### src/rtl/sd_mseq_check.sv
// sd_mseq_check: sinks one srdy/drdy stream, checks per-channel stepped sequences,
// drives pattern-based drdy backpressure. Define SDLIB_SEQ_TIMEOUT_EN for the idle watchdog.
module sd_mseq_check #(
   parameter int width    = 8,
   parameter int channels = 4,
   parameter int chan_w   = 2,
   parameter int pat_dep  = 8,
   parameter int cnt_w    = 16,
   parameter int timeout  = 256
) (
   input  logic               clk,
   input  logic               reset_n,
   input  logic               c_srdy,
   output logic               c_drdy,
   input  logic [width-1:0]   c_data,
   input  logic [chan_w-1:0]  c_chan,
   input  logic [width-1:0]   cfg_step,
   input  logic [pat_dep-1:0] cfg_drdy_pat,
   input  logic               clr,
   output logic [cnt_w-1:0]   ok_cnt,
   output logic [cnt_w-1:0]   err_cnt,
   output logic               err_flag,
   output logic [chan_w-1:0]  err_chan,
   output logic [width-1:0]   err_rcv,
   output logic [width-1:0]   err_exp,
   output logic               timeout_err
);

   localparam int CH_N  = 1 << chan_w;
   localparam int PTR_W = (pat_dep > 1) ? $clog2(pat_dep) : 1;
   localparam logic [PTR_W-1:0] PTR_MAX = PTR_W'(pat_dep - 1);

   if (timeout < 1 || channels < 1 || channels > CH_N) begin : g_param_err
      $error("sd_mseq_check: illegal timeout/channels parameter");
   end

   function automatic logic [cnt_w-1:0] sat_inc(input logic [cnt_w-1:0] v);
      return (&v) ? v : v + {{(cnt_w-1){1'b0}}, 1'b1};
   endfunction

   logic [PTR_W-1:0] ptr;
   logic [CH_N-1:0]  first;
   logic [width-1:0] last_seq [CH_N];
   logic             xfer;
   logic             chan_ok;
   logic             beat_err;
   logic [width-1:0] exp_data;
   logic [width-1:0] cap_exp;

   assign xfer = c_srdy & c_drdy;

   // Beat check against the channel's last accepted value
   always_comb begin
      chan_ok  = (int'(c_chan) < channels);
      exp_data = last_seq[c_chan] + cfg_step;
      beat_err = !chan_ok || (!first[c_chan] && (c_data != exp_data));
      // An out-of-range channel has no sequence, so its captured expectation is 0.
      cap_exp  = chan_ok ? exp_data : '0;
   end

   // Backpressure: a slot is consumed whenever the current drdy was used or was low
   always_ff @(posedge clk or negedge reset_n) begin
      if (!reset_n) begin
         c_drdy <= 1'b0;
         ptr    <= '0;
      end else if (xfer || !c_drdy) begin
         c_drdy <= cfg_drdy_pat[ptr];
         ptr    <= (ptr == PTR_MAX) ? '0 : ptr + PTR_W'(1);
      end
   end

   // Check state and counters; clr overrides any beat in the same cycle
   always_ff @(posedge clk or negedge reset_n) begin
      if (!reset_n) begin
         first    <= '1;
         for (int i = 0; i < CH_N; i++) last_seq[i] <= '0;
         ok_cnt   <= '0;
         err_cnt  <= '0;
         err_flag <= 1'b0;
         err_chan <= '0;
         err_rcv  <= '0;
         err_exp  <= '0;
      end else if (clr) begin
         first    <= '1;
         for (int i = 0; i < CH_N; i++) last_seq[i] <= '0;
         ok_cnt   <= '0;
         err_cnt  <= '0;
         err_flag <= 1'b0;
         err_chan <= '0;
         err_rcv  <= '0;
         err_exp  <= '0;
      end else if (xfer) begin
         if (beat_err) begin
            err_cnt  <= sat_inc(err_cnt);
            err_flag <= 1'b1;
            if (!err_flag) begin
               err_chan <= c_chan;
               err_rcv  <= c_data;
               err_exp  <= cap_exp;
            end
         end else begin
            ok_cnt <= sat_inc(ok_cnt);
         end
         // Resync on mismatch so a single bad beat costs exactly one error.
         if (chan_ok) begin
            last_seq[c_chan] <= c_data;
            first[c_chan]    <= 1'b0;
         end
      end
   end

`ifdef SDLIB_SEQ_TIMEOUT_EN
   localparam int IDLE_W = $clog2(timeout + 1);
   localparam logic [IDLE_W-1:0] IDLE_LIM = IDLE_W'(timeout);

   logic [IDLE_W-1:0] idle_cnt;

   // Watchdog arms only once some channel has delivered its first beat
   always_ff @(posedge clk or negedge reset_n) begin
      if (!reset_n) begin
         idle_cnt    <= '0;
         timeout_err <= 1'b0;
      end else if (clr) begin
         idle_cnt    <= '0;
         timeout_err <= 1'b0;
      end else if (xfer) begin
         idle_cnt <= '0;
      end else if (!(&first)) begin
         if (idle_cnt != IDLE_LIM) idle_cnt <= idle_cnt + IDLE_W'(1);
         if (idle_cnt >= IDLE_LIM - IDLE_W'(1)) timeout_err <= 1'b1;
      end
   end
`else
   assign timeout_err = 1'b0;
`endif

endmodule

### config.mk
export PLATFORM = sky130hd
export DESIGN_NAME = sd_mseq_check
export DESIGN_NICKNAME = d
export VERILOG_FILES = /design/src/rtl/sd_mseq_check.sv
export SDC_FILE = /design/constraint.sdc
export NUM_CORES = 1
export LEC_CHECK = 0
export BUFFER_PORTS_ARGS = -buffer_cell sky130_fd_sc_hd__buf_4
export CAP_MARGIN = 20
export CORE_ASPECT_RATIO = 1.75
export CORE_MARGIN = 2
export CORE_UTILIZATION = 50
export CTS_BUF_LIST = sky130_fd_sc_hd__clkbuf_8
export CTS_CLUSTER_DIAMETER = 40
export CTS_CLUSTER_SIZE = 20
export DETAILED_ROUTE_END_ITERATION = 8
export HOLD_SLACK_MARGIN = 0.05
export PLACE_DENSITY = 0.79
export SYNTH_ARGS = -nofsm -noshare
export SYNTH_HDL_FRONTEND = slang
export SYNTH_SLANG_ARGS = --single-unit
### constraint.sdc
create_clock -name clk -period 4.16 [get_ports clk]
set_input_delay 0.832 -clock clk [delete_from_list [all_inputs] [get_ports clk]]
set_output_delay 0.832 -clock clk [all_outputs]
set_load 0.01 [all_outputs]
After elaboration in Yosys (flattened, before gate mapping):

Cells that the tools add are included.

* add/subtract/negate cells: 4
* $mul: 0
* divide/modulo/power cells: 0
* $lt $le $gt $ge: 5
* equal/unequal tests: 6
* shifts and indexed selects: 0
* multiplexer cells: 40
* bitwise gates (word level): 4
* reductions and logical operators: 14

Operator list (number)
* $mux W16: 8
* $mux W8: 11
* $mux W32: 2
* $add A16 B1 Y16 const B: 2
* $bwmux W32: 1
* $reduce_and A16 Y1: 2
* $bmux W8 S2: 1
* $demux W8 S2: 1
* $reduce_and A3 Y1: 3
* $add A8 B8 Y8: 1
* $mux W2: 4
* $mux W4: 2
* $ne A2 B2 Y1 const B: 4
* $ne A8 B8 Y1: 1
* $mux W1: 6
* $and A4 B4 Y4: 1
* $lt A3 B4 Y1 const B: 1
* $not A4 Y4: 1
* $reduce_bool A2 Y1: 2
* $add A3 B1 Y3 const B: 1
* $bmux W1 S3: 1
* $eq A3 B3 Y1 const B: 1
* $ge A3 B3 Y1 const B: 1
* $logic_and A1 B1 Y1: 3
* 11 further kinds: 12

* register bits after elaboration: 91
* bits in latches: 0
* memory bits (writable): 0
* memory bits (read-only): 0
* bits of input ports: 30
* output and inout port bits: 53
* word-level logic and storage cells: 86
* memories kept: 0

Longest topological paths before layout:

* depth after elaboration: 10
* mapped depth: 14

Worst setup path before layout:

Ideal clock, no wire load.

* kind: input port to flip-flop
* start point: input port c_chan[0]
* end point: register ok_cnt[1]
* library setup time: 0.078 ns
* arrival: 4.042 ns
* required time: 4.082 ns
* setup slack: 0.040 ns
* cell stages on the path: 14
* cells stage by stage: buf_2 > buf_4 > mux4_2 > ha_1 > clkbuf_2 > nand2_2 > or3b_4 > a31oi_4 > xor3_2 > a31oi_4 > buf_6 > clkbuf_1 > o21ai_0 > a21oi_1

* cells in the longest elaborated chain, start to end: 9
* elaborated cells on any way between the ends: 12
* classes of those cells: 1 x add/sub; 2 x eq/ne; 5 x mux; 1 x bitwise; 3 x reduce/logical

Ends and longest elaborated chain
* from (decl): line 16 `input logic [chan_w-1:0] c_chan,`
* $not A2 Y3 (implied by the code): line 55 `exp_data = last_seq[c_chan] + cfg_step;`
* $bmux W8 S2: line 55
* $mux W8 (implied by the code) (2 in series): line 55
* $add A8 B8 Y8: line 55
* $ne A8 B8 Y1: line 56 `beat_err = !chan_ok || (!first[c_chan] && (c_data != exp_data));`
* $logic_and A1 B1 Y1 *: line 56
* $ne A2 B2 Y1 (no line) *
* $reduce_and A3 Y1 (no line) *
* to (signal assigned): line 102 `ok_cnt <= sat_inc(ok_cnt);`
* to (decl): line 20 `output logic [cnt_w-1:0] ok_cnt,`

Every way passes the cells marked *; elsewhere a longest branch is shown, timed or not. The select of a mux whose other input is x is not followed.
A chain may end at the register's enable or synchronous reset.

Worst setup path in the final report:

* start point: input port c_chan[0]
* end point: register ok_cnt[6]

Same word-level chain as after synthesis.

==> impl_metrics.csv <==
group,metric,value,unit
synthesis,synth.most_common_cell,"dfrtp_1",
clocking,cts_tree,"yes",
clocking,clk_pin_slew,90,ps
grt,gr-usage-all-layers,0.240,
clocking,clock-sinks,91,
die,die_area,0.0110,mm^2
layout,final_layout_size_suffix_gt1_frac,0.235,
synthesis,synth_edf_count,0,
die,start_util,0.513,
synthesis,synth_top_area_share,0.428,
drt,ant_nets,0,
clocking,clockBufferDepth,2,
die,design.core.area,0.00991,mm^2
critical_path,critical_path_class,"input port to register",
pwr,vdd_ir_drop_max,0.000209,V
critical_path,crit_chain,"buf_4 -> mux4_2 -> ha_1 -> fa_1 -> xnor2_1 -> o211ai_1 -> nor3_1 -> and4_1 -> a31oi_4 -> or4_1 -> a21oi_1",
synthesis,ys_types,57,
grt,antenna_found_initial,0,
synthesis,synth.net_count,555,
grt,grt_max_degree,91,
pwr,power.density,331,mW/mm^2
clocking,cts_hold_buf,0,
clocking,ctsHtreeMaxLevel,3,
die,die_x,80.2,um
clocking,cts_buffers,9,
layout,antenna_cells,0,
synthesis,synth.yosys.warnings,0,
layout,area_delta_synth_final,17.9,%
placed_design,dpl-instance-area,0.00580,mm^2
critical_path,r2r_cells,10,
sta,finalMaxSlewViolations,0,
synthesis,synth_common_cells,"dfrtp_1 (87), nand2_1 (78), a21oi_1 (63)",
placed_design,port_buffers,81,
layout,fillers,843,
sta,maxSlewHeadroom,0.296,
die,fp.dieH,137,um
critical_path,cp_num_cells,11,
critical_path,required,4450,ps
drt,drc,0,
critical_path,max_stage_delay,560,ps
run,cap_violations,0,
sta,tightest_slew,1050,ps
synthesis,ys_seq_area_frac,0.449,
critical_path,path_buf_inv,1,
critical_path,rrSetupSlack,470,ps
critical_path,worstReg2RegStart,"last_seq[0]",
grt,grt_pass1_wl,20600,um
critical_path,r2r_end,"ok_cnt[6]",
critical_path,crit_path_top_delay_cell,"fa_1",
sta,rsz0062_at_grt,"false",
sta,fin_crit,3960,ps
synthesis,synth_area,0.00508,mm^2
grt,grt_pass1_vias,4361,
drt,vias_per_cell,6.01,
critical_path,crit_start,"c_chan[0]",
critical_path,worst_setup_path_end_kind,"register",
critical_path,critPathMaxFanout,25,
drt,vias,4308,
clocking,cts_setup_buffers,0,
placed_design,gp_congestion,0.825,
sta,holdWs,512,ps
clocking,clockRootBuffer,"clkbuf_8",
hold_path,hp-class,"register to register",
layout,design_area,0.00599,mm^2
clocking,clock_latency,370,ps
sta,fin_skew,10.7,ps
pwr,cellLeakagePower,2.69,nW
sta,finalSetupViolCount,0,
sta,fmax,0.253,GHz
pwr,p_total,1.99,mW
critical_path,path_delay_family,"simple AND/OR/NAND/NOR gates",
die,top_level_ports,83,
die,row_count,48,
drt,wl,12500,um
synthesis,syn_avg_cell_area,9.91,um^2
clocking,cts_resized,0,
drt,wl_per_cell,17.5,um
synthesis,synth_top_area_cell,"dfrtp_1",
synthesis,async_flop_share,1.00,
synthesis,netlist_instances,513,
critical_path,critPathCapture,"ok_cnt[6]",
sta,final-hold-violation-count,0,
critical_path,arrival,4250,ps
synthesis,ys_ff_latch,91,
layout,fin_nets,629,
critical_path,startpoint_type,"input port",
placed_design,hpwl,9140,um
drt,drt-pass1-iter-count,7,
drt,drt_iter0_drc,239,
outcome,status,"complete, no violations",
synthesis,synth-main-ff-cell,"dfrtp_1",
sta,setup_tns,0,ps
grt,gr-total-overflow,0,
sta,fin_crit_sh,0.952,
synthesis,synth_area_leaders,"dfrtp_1 (43%), a21oi_1 (6.2%), nand2_1 (5.8%)",
where the power goes:
part           switching [mW]  internal (mW)
registers              0.0438          0.935
logic                   0.229          0.185
clock network           0.319          0.275
total                   0.591           1.39
per-stage QoR:
| stage | utilization | setup slack, ps | cells |
|---|---|---|---|
| 2_1_floorplan | - | 39.7 | 513 |
| 3_3_place_gp | 0.585 | 47.0 | 701 |
| 3_5_place_dp | 0.585 | -124 | 701 |
| 4_1_cts | 0.605 | 232 | 717 |
| 5_1_grt | 0.605 | 45.2 | 717 |
| 6_report | 0.605 | 201 | 717 |
how the worst min path moves through the flow:
stage,from,to,slack (ps),depth (start not counted)
6_report,first[1],first[1],510,1
3_3_place_gp,first[3],first[3],500,1
3_5_place_dp,first[1],first[1],500,1
5_1_grt,first[2],first[2],520,1
4_1_cts,first[1],first[1],510,1
2_1_floorplan,first[2],first[2],490,1
per-layer routing:
layer	up-vias	track usage	part of all wire
li1	2016	-	-
met1	2133	0.269	0.38
met2	131	0.428	0.55
met3	28	0.0452	0.041
met4	0	0.121	0.029
met5	-	0	0
cells by family (layout without fill, tap and decap cells):
kind of cell,Yosys count,after routing,synth area share
AO/OA/AOI/OAI,113,113,0.139
XOR/XNOR,19,19,0.0431
adder cells (fa/ha/maj),12,12,0.0310
buffers and inverters,38,117,0.0391
flip-flops,91,91,0.449
multiplexers,36,36,0.0994
other,1,1,0.000737
AND/OR/NAND/NOR,203,203,0.199
cell type report:
type / count / area [um^2] / area share
clock buffer: 9 / 124 / 0.0207
clock inverter: 7 / 70.1 / 0.0117
inverter: 6 / 22.5 / 0.00376
multi-input combinational: 384 / 2610 / 0.436
sequential: 91 / 2280 / 0.381
tap: 125 / 156 / 0.0261
timing repair buffer: 95 / 726 / 0.121
sequential cells by signal, indices dropped and copies added (netlist names):
register and cells:
last_seq 32, ptr 3, c_drdy 1, err_cnt 16
err_exp 8, err_flag 1, ok_cnt 16, err_chan 2
err_rcv 8, first 4
layout by cell type, fill, tap and decap left out, types with 3 or more instances in the layout:
cell type   count
xor2_1          6
nand3_1        14
or4_1          16
o31ai_1        17
nor2_1         36
mux4_2         11
xnor2_1         9
and2_1          4
dfrtp_1        87
nor3_1          8
buf_4          94
mux2i_1        19
dfstp_2         4
nand4_1        12
ha_1           11
inv_1           7
nor2b_1         3
o21ai_0         4
and3_1          5
and4_1          7
nand2_1        78
o211ai_1        3
a21o_1          5
mux2_2          5
clkinvlp_4      3
a21oi_1        63
or3_1           9
clkbuf_8        9
o21ai_1         7
Power figures use the tool's default switching activity.
